## config.mk

```make
export PLATFORM = sky130hd
export DESIGN_NAME = fsm_phase_driver
export DESIGN_NICKNAME = d
export VERILOG_FILES = /design/src/rtl/fsm_phase_driver.sv
export SDC_FILE = /design/constraint.sdc
export NUM_CORES = 1
export LEC_CHECK = 0
export CORE_UTILIZATION = 40
export DETAILED_ROUTE_END_ITERATION = 12
export PLACE_DENSITY = 0.62
export SETUP_SLACK_MARGIN = 0.1
export SLEW_MARGIN = 20
export SYNTH_ARGS = -nofsm -noshare
export SYNTH_HDL_FRONTEND = slang
export SYNTH_SLANG_ARGS = --single-unit
```

## constraint.sdc

```tcl
create_clock -name clk -period 3.95 [get_ports clk]
set_input_delay 0.9875 -clock clk [delete_from_list [all_inputs] [get_ports clk]]
set_output_delay 0.9875 -clock clk [all_outputs]
set_load 0.05 [all_outputs]
```

## src/rtl/fsm_phase_driver.sv

```systemverilog
// fsm_phase_driver: command-driven pulse transmitter for a three-phase
// pulse-counting downstream FSM (inputs In1/RST, output Out1).
// Keeps a shadow of the downstream phase, sends the fewest In1 pulses that
// reach a requested phase, resynchronises the downstream through its RST,
// and latches any disagreement between Out1 and the shadow phase.
//
// state   | meaning
// --------+--------------------------------------------------------------
// S_SYNC  | ds_rst high for one cycle; clears shadow phase and mismatch
// S_IDLE  | cmd_ready high; waiting for a command
// S_PULSE | drv_out high for one cycle; shadow phase advances at its end
// S_GAP   | drv_out low for PULSE_GAP cycles between pulses
// S_DONE  | done high for one cycle
module fsm_phase_driver #(
    parameter int unsigned PULSE_GAP = 1
) (
    input  logic       clk,
    input  logic       rst_n,
    input  logic       cmd_valid_i,
    input  logic [1:0] cmd_phase_i,
    output logic       cmd_ready_o,
    output logic       drv_out_o,
    output logic       ds_rst_o,
    input  logic       fb_level_i,
    output logic [1:0] phase_o,
    output logic       done_o,
    output logic       mismatch_o
);

    localparam int unsigned GW = 4;
    // Gap counter counts down from PULSE_GAP-1 to 0, one GAP cycle per value.
    localparam logic [GW-1:0] GAP_LOAD = (PULSE_GAP > 0) ? GW'(PULSE_GAP - 1) : '0;

    typedef enum logic [2:0] {
        S_SYNC,
        S_IDLE,
        S_PULSE,
        S_GAP,
        S_DONE
    } state_t;

    state_t        state_q;
    logic          resync_q;   // SYNC was entered by a command, so it ends in DONE
    logic [1:0]    rem_q;
    logic [GW-1:0] gap_q;
    logic          ready_q;
    logic          drv_q;
    logic          ds_rst_q;
    logic [1:0]    phase_q;
    logic          done_q;
    logic          mm_q;

    logic [2:0]    diff_d;
    logic [1:0]    rem_d;
    logic [1:0]    phase_inc_d;
    logic          fb_bad_d;
    logic          accept_d;

    // Forward distance to the requested phase, next shadow phase, feedback compare.
    always_comb begin
        diff_d      = {1'b0, cmd_phase_i} + 3'd3 - {1'b0, phase_q};
        rem_d       = (diff_d >= 3'd3) ? 2'(diff_d - 3'd3) : diff_d[1:0];
        phase_inc_d = (phase_q == 2'd2) ? 2'd0 : phase_q + 2'd1;
        fb_bad_d    = fb_level_i != (phase_q == 2'd2);
        accept_d    = cmd_valid_i && ready_q;
    end

    // Sequencer with all outputs registered.
    always_ff @(posedge clk or negedge rst_n) begin
        if (!rst_n) begin
            state_q  <= S_SYNC;
            resync_q <= 1'b0;
            rem_q    <= 2'd0;
            gap_q    <= '0;
            ready_q  <= 1'b0;
            drv_q    <= 1'b0;
            ds_rst_q <= 1'b1;
            phase_q  <= 2'd0;
            done_q   <= 1'b0;
            mm_q     <= 1'b0;
        end else begin
            done_q <= 1'b0;
            case (state_q)
                S_SYNC: begin
                    ds_rst_q <= 1'b0;
                    phase_q  <= 2'd0;
                    mm_q     <= 1'b0;
                    resync_q <= 1'b0;
                    if (resync_q) begin
                        state_q <= S_DONE;
                        done_q  <= 1'b1;
                    end else begin
                        state_q <= S_IDLE;
                        ready_q <= 1'b1;
                    end
                end
                S_IDLE: begin
                    if (fb_bad_d) begin
                        mm_q <= 1'b1;
                    end
                    if (accept_d) begin
                        ready_q <= 1'b0;
                        if (cmd_phase_i == 2'd3) begin
                            state_q  <= S_SYNC;
                            resync_q <= 1'b1;
                            ds_rst_q <= 1'b1;
                        end else if (rem_d == 2'd0) begin
                            state_q <= S_DONE;
                            done_q  <= 1'b1;
                        end else begin
                            state_q <= S_PULSE;
                            drv_q   <= 1'b1;
                            rem_q   <= rem_d;
                        end
                    end
                end
                S_PULSE: begin
                    phase_q <= phase_inc_d;
                    rem_q   <= rem_q - 2'd1;
                    if (rem_q == 2'd1) begin
                        state_q <= S_DONE;
                        drv_q   <= 1'b0;
                        done_q  <= 1'b1;
                    end else if (PULSE_GAP == 0) begin
                        drv_q <= 1'b1;
                    end else begin
                        state_q <= S_GAP;
                        drv_q   <= 1'b0;
                        gap_q   <= GAP_LOAD;
                    end
                end
                S_GAP: begin
                    if (gap_q == '0) begin
                        state_q <= S_PULSE;
                        drv_q   <= 1'b1;
                    end else begin
                        gap_q <= gap_q - 1'b1;
                    end
                end
                S_DONE: begin
                    if (fb_bad_d) begin
                        mm_q <= 1'b1;
                    end
                    state_q <= S_IDLE;
                    ready_q <= 1'b1;
                end
                default: begin
                    state_q  <= S_SYNC;
                    ds_rst_q <= 1'b1;
                    drv_q    <= 1'b0;
                    ready_q  <= 1'b0;
                    resync_q <= 1'b0;
                end
            endcase
        end
    end

    assign cmd_ready_o = ready_q;
    assign drv_out_o   = drv_q;
    assign ds_rst_o    = ds_rst_q;
    assign phase_o     = phase_q;
    assign done_o      = done_q;
    assign mismatch_o  = mm_q;

endmodule
```

; Word-level counts from Yosys, hierarchy flattened
; Cells that the tools add are included.
[op_classes]
add_sub_neg = 6
bitwise = 3
magnitude_cmp = 1
muxes = 37
reduce_logical = 19
eq_ne = 17
[op_table]
columns = op, count
row1 = 2-to-1 mux 3 bit, 6
row2 = "inequality test 2 bit, second input constant", 8
row3 = one-hot mux 3 bit (5 select lines), 1
row4 = 2-to-1 mux 1 bit, 14
row5 = 2-to-1 mux 2 bit, 5
row6 = one-hot mux 1 bit (3 select lines), 3
row7 = AND reduction 3 bit, 3
row8 = 2-to-1 mux 4 bit, 2
row9 = one-hot mux 2 bit (2 select lines), 2
row10 = one-hot mux 4 bit (2 select lines), 1
row11 = nonzero test 2 bit, 4
row12 = "== test 3 x 2 -> 1 bit, second input constant", 2
row13 = OR reduction 2 bit, 3
row14 = AND reduction 5 bit, 1
row15 = "== test 2 bit, second input constant", 2
row16 = logical NOT 4 bit, 1
row17 = one-hot mux 1 bit (2 select lines), 2
row18 = one-hot mux 1 bit (4 select lines), 1
row19 = AND reduction 2 bit, 2
row20 = AND reduction 4 bit, 1
row21 = "subtractor 4 x 1 -> 4 bit, second input constant", 1
row22 = "adder 2 x 2 -> 3 bit, second input constant", 1
row23 = "== test 3 x 1 -> 1 bit, second input constant", 1
row24 = "== test 3 bit, second input constant", 1
row25 = other kinds (13), 15
[totals]
output_inout_bits = 7
ff_bits = 17
in_bits = 6

; Logic depth before layout (Yosys ltp)
[depth]
depth_word = 9
ltp_mapped = 8

; Worst setup path before layout
; Ideal clock, no wire load.
[synth_path]
path_type = input -> register
startpoint = input port cmd_phase_i[0]
endpoint = register rem_q[1]
setup_time_ns = 0.128
t_required_ns = 3.822
t_arrival_ns = 2.910
setup_slack_ns = 0.913
path_stages = 7
path_cell_list = ha_1 -> fa_1 -> ha_1 -> nor3_4 -> mux2i_2 -> o41ai_2 -> mux2_1
[synth_via]
elab_chain_len = 8
[synth_rtl]
columns = item, line
row1 = start: declaration, 20  ; input logic [1:0] cmd_phase_i,
row2 = adder 2 x 2 -> 3 bit, 61  ; diff_d = {1'b0, cmd_phase_i} + 3'd3 - {1'b0, phase_q};
row3 = subtractor 3 x 2 -> 3 bit, 61
row4 = greater-or-equal comparator 3 x 2 -> 1 bit or subtractor 2 bit (tied branches), 62  ; rem_d = (diff_d >= 3'd3) ? 2'(diff_d - 3'd3) : diff_d[1:0];
row5 = 2-to-1 mux 2 bit, 62
row6 = 2-to-1 mux 2 bit, 107  ; end else if (rem_d == 2'd0) begin
row7 = 2-to-1 mux 2 bit, 103  ; if (cmd_phase_i == 2'd3) begin
row8 = 2-to-1 mux 2 bit, 101  ; if (accept_d) begin
row9 = one-hot mux 2 bit (2 select lines), 83  ; case (state_q)
row10 = end signal: assignment, 113  ; rem_q <= rem_d;
row11 = end signal: assignment, 119  ; rem_q <= rem_q - 2'd1;
row12 = end: declaration, 44  ; logic [1:0] rem_q;
; Parallel ways exist; a longest one is shown, timed or not. The select of a mux whose other input is x is not followed.
; A chain may end at the register's enable or synchronous reset.

; Worst setup path after layout
; Ends and elaborated chain as after synthesis.

==> results.cfg <==
[detailed_routing]
wirelength_um = 2130
m1WireLength_um = 1050
vias_per_cell = 5.68
vias = 898
drc_errors = 0
first_pass_iters = 4
drt-initial-drc-count = 23
wire_per_inst_um = 13.5
wl_met2_um = 989
ant_nets = 0
routed-wl-met3_um = 66
highest_layer = met4

[placement]
io_buffers = 12
dpl_cell_area_um2 = 1210
place_congestion = 0.895
hpwlAfterDp_um = 1560

[floorplanning]
die_x_um = 53.7
pin_count = 13
initial_core_util_pct = 42.8
rows = 18
chipHeight_um = 53.7
die-area_um2 = 2890
core_area_um2 = 2500

[hold_path]
hp-class = reg2reg
holdPathEnd = rem_q[1]
min_path_cells = 1
hold_start = rem_q[1]

[timing]
tns_ns = 0
tightest_slew_ns = 0.761
hold_violations = 0
min_period_over_period_pct = 85.1
rsz0062_at_grt = no
maxSlewHeadroom_pct = 49.1
fin_skew_ns = 0.00391
report.final.slew_viol_count = 0
finalSetupViolations = 0
max_freq_mhz = 298
fin_crit_ns = 3.36

[clock_tree]
clk_path_buf_depth = 2
cts_resized = 0
ctsHoldBuffers = 0
cts_tree = done
clk_pin_slew_ns = 0.10
cts_setup_buffers = 0
worstSkewPairLatency_ns = 0.29
cts-htree-levels = 1
cts-buffers-inserted = 3
cts.sinks = 17
ctsRootBufferMaster = clkbuf_4

[yosys]
ys_types = 39
synthesis.nets = 128
async_reset_ff_share_pct = 100
syn_avg_cell_area_um2 = 9.22
yosysWarnings = 0
ys_seq_area_share_pct = 39.9
mappedNetlistArea_um2 = 1070
synth_edf_count = 0
synth_cells = 116
ys.flop_type = dfrtp_1
ys_ff_latch = 17

[worst_setup_path]
required_ns = 4.13
rr_worst_depth = 8
critical_path_class = in2reg
r2r_slack_ns = 1.29
crit-reg2reg-launch = phase_o[0]
reg2reg_to = rem_q[1]
crit_arrival_ns = 3.54
cp-end-kind = flop
critPathLaunchType = input port
worstPathMaxFanout = 6

[final_layout]
nFillCells = 243
antenna_cells = 0
seqCellArea_um2 = 427
postLayoutCellArea_um2 = 1240
layout_commonest_cell = dfrtp_1
drive_gt1_share_pct = 7.81
multi_input_area_um2 = 589
fin_nets = 141
area_delta_synth_final_pct = 15.7
layout_common_cells = dfrtp_1 (16), clkdlybuf4s50_1 (12), inv_1 (10), nor2_1 (10), o21ai_0 (8)

[outcome]
outcome = complete, no violations

[power_and_ir_drop]
worst_ir_drop_vdd_v = 0.000469
powerDensity_nw_per_um2 = 722
leakage_nw = 0.532

[global_routing]
overflow = 0
antenna_found_initial = 0
grt_pass1_wl_um = 3510
grt_util_all_layers_pct = 17.2
grt_max_degree = 19
grt_pass1_vias = 799

[job]
cap_violations = 0
-- state kept, by name, indices dropped and copies added (netlist names) --
name	cells
cmd_ready_o	1
done_o	1
drv_out_o	1
ds_rst_o	1
gap_q	4
mismatch_o	1
phase_o	2
rem_q	2
resync_q	1
state_q	3
-- Yosys cell counts (2+ instances only) --
| cell | count | share of area, % |
|---|---|---|
| nand2b_1 | 4 | 2.3 |
| o21ai_0 | 8 | 3.7 |
| a22o_1 | 2 | 1.6 |
| clkbuf_1 | 3 | 1.1 |
| mux2i_1 | 2 | 1.9 |
| nor2_1 | 10 | 3.5 |
| and3_1 | 2 | 1.2 |
| inv_1 | 10 | 3.5 |
| nand4_1 | 7 | 4.1 |
| o22ai_1 | 2 | 1.2 |
| xor2_1 | 2 | 1.6 |
| a21oi_1 | 6 | 2.8 |
| dfrtp_1 | 16 | 37 |
| nand3_1 | 2 | 0.94 |
| o21a_1 | 2 | 1.4 |
| nand2_1 | 7 | 2.5 |
| nor3_1 | 5 | 2.3 |
| ha_1 | 5 | 5.8 |
-- stage by stage --
stage	hold slack, ns	cells	utilization [%]	worst slack, ns	power [W]
5_1_grt	0.509	158	49.5	0.511	0.000970
4_1_cts	0.498	158	49.5	0.591	0.000899
6_report	0.494	158	49.5	0.590	0.000893
2_1_floorplan	0.458	116	-	0.913	0.000675
3_3_place_gp	0.477	154	48.4	0.339	0.000798
3_5_place_dp	0.475	154	48.4	0.278	0.000799
-- layer usage --
| metal | vias to the layer above | global-route usage, % |
|---|---|---|
| met2 | 11 | 27.2 |
| met1 | 438 | 22.5 |
| li1 | 445 | - |
| met3 | 4 | 5.08 |
| met5 | - | 0 |
| met4 | 0 | 5.26 |
-- how the worst max path moves through the flow --
stage	startpoint	cells past startpoint	endpoint
2_1_floorplan	cmd_phase_i[0]	7	rem_q[1]
3_3_place_gp	cmd_phase_i[0]	8	rem_q[1]
3_5_place_dp	cmd_phase_i[0]	8	rem_q[1]
4_1_cts	cmd_phase_i[0]	8	rem_q[1]
6_report	cmd_phase_i[0]	8	rem_q[1]
5_1_grt	cmd_phase_i[0]	8	rem_q[1]
-- critical path, cell delays in order --
cell	delay (ns)
clkdlybuf4s50_1	0.45
ha_1	0.23
fa_1	0.51
ha_1	0.27
nor3_4	0.24
mux2i_2	0.40
o41ai_2	0.13
mux2_1	0.32
-- power by group --
part	internal, W	leakage [nW]	total [W]	switching (W)
registers	0.000235	0.217	0.000321	0.0000858
logic	0.000195	0.300	0.000479	0.000284
clock network	0.0000393	0.0150	0.0000940	0.0000547
total	0.000469	0.532	0.000893	0.000424
-- logic make-up after synthesis --
| family | Yosys count | synth area share (%) |
|---|---|---|
| mux | 4 | 4.21 |
| buf+inv | 14 | 5.03 |
| simple gates | 44 | 22.8 |
| xor+xnor | 3 | 2.46 |
| compound gates | 28 | 17.9 |
| fa+ha+maj | 6 | 7.72 |
| flops | 17 | 39.9 |
-- area by class of cell --
cell class / instances / share of cell area, %
multi-input combinational: 85 / 47.6
sequential: 17 / 34.5
timing repair buffer: 12 / 9.71
inverter: 10 / 3.03
tap: 30 / 3.03
clock buffer: 4 / 2.12
(Power assumes the default switching activity.)
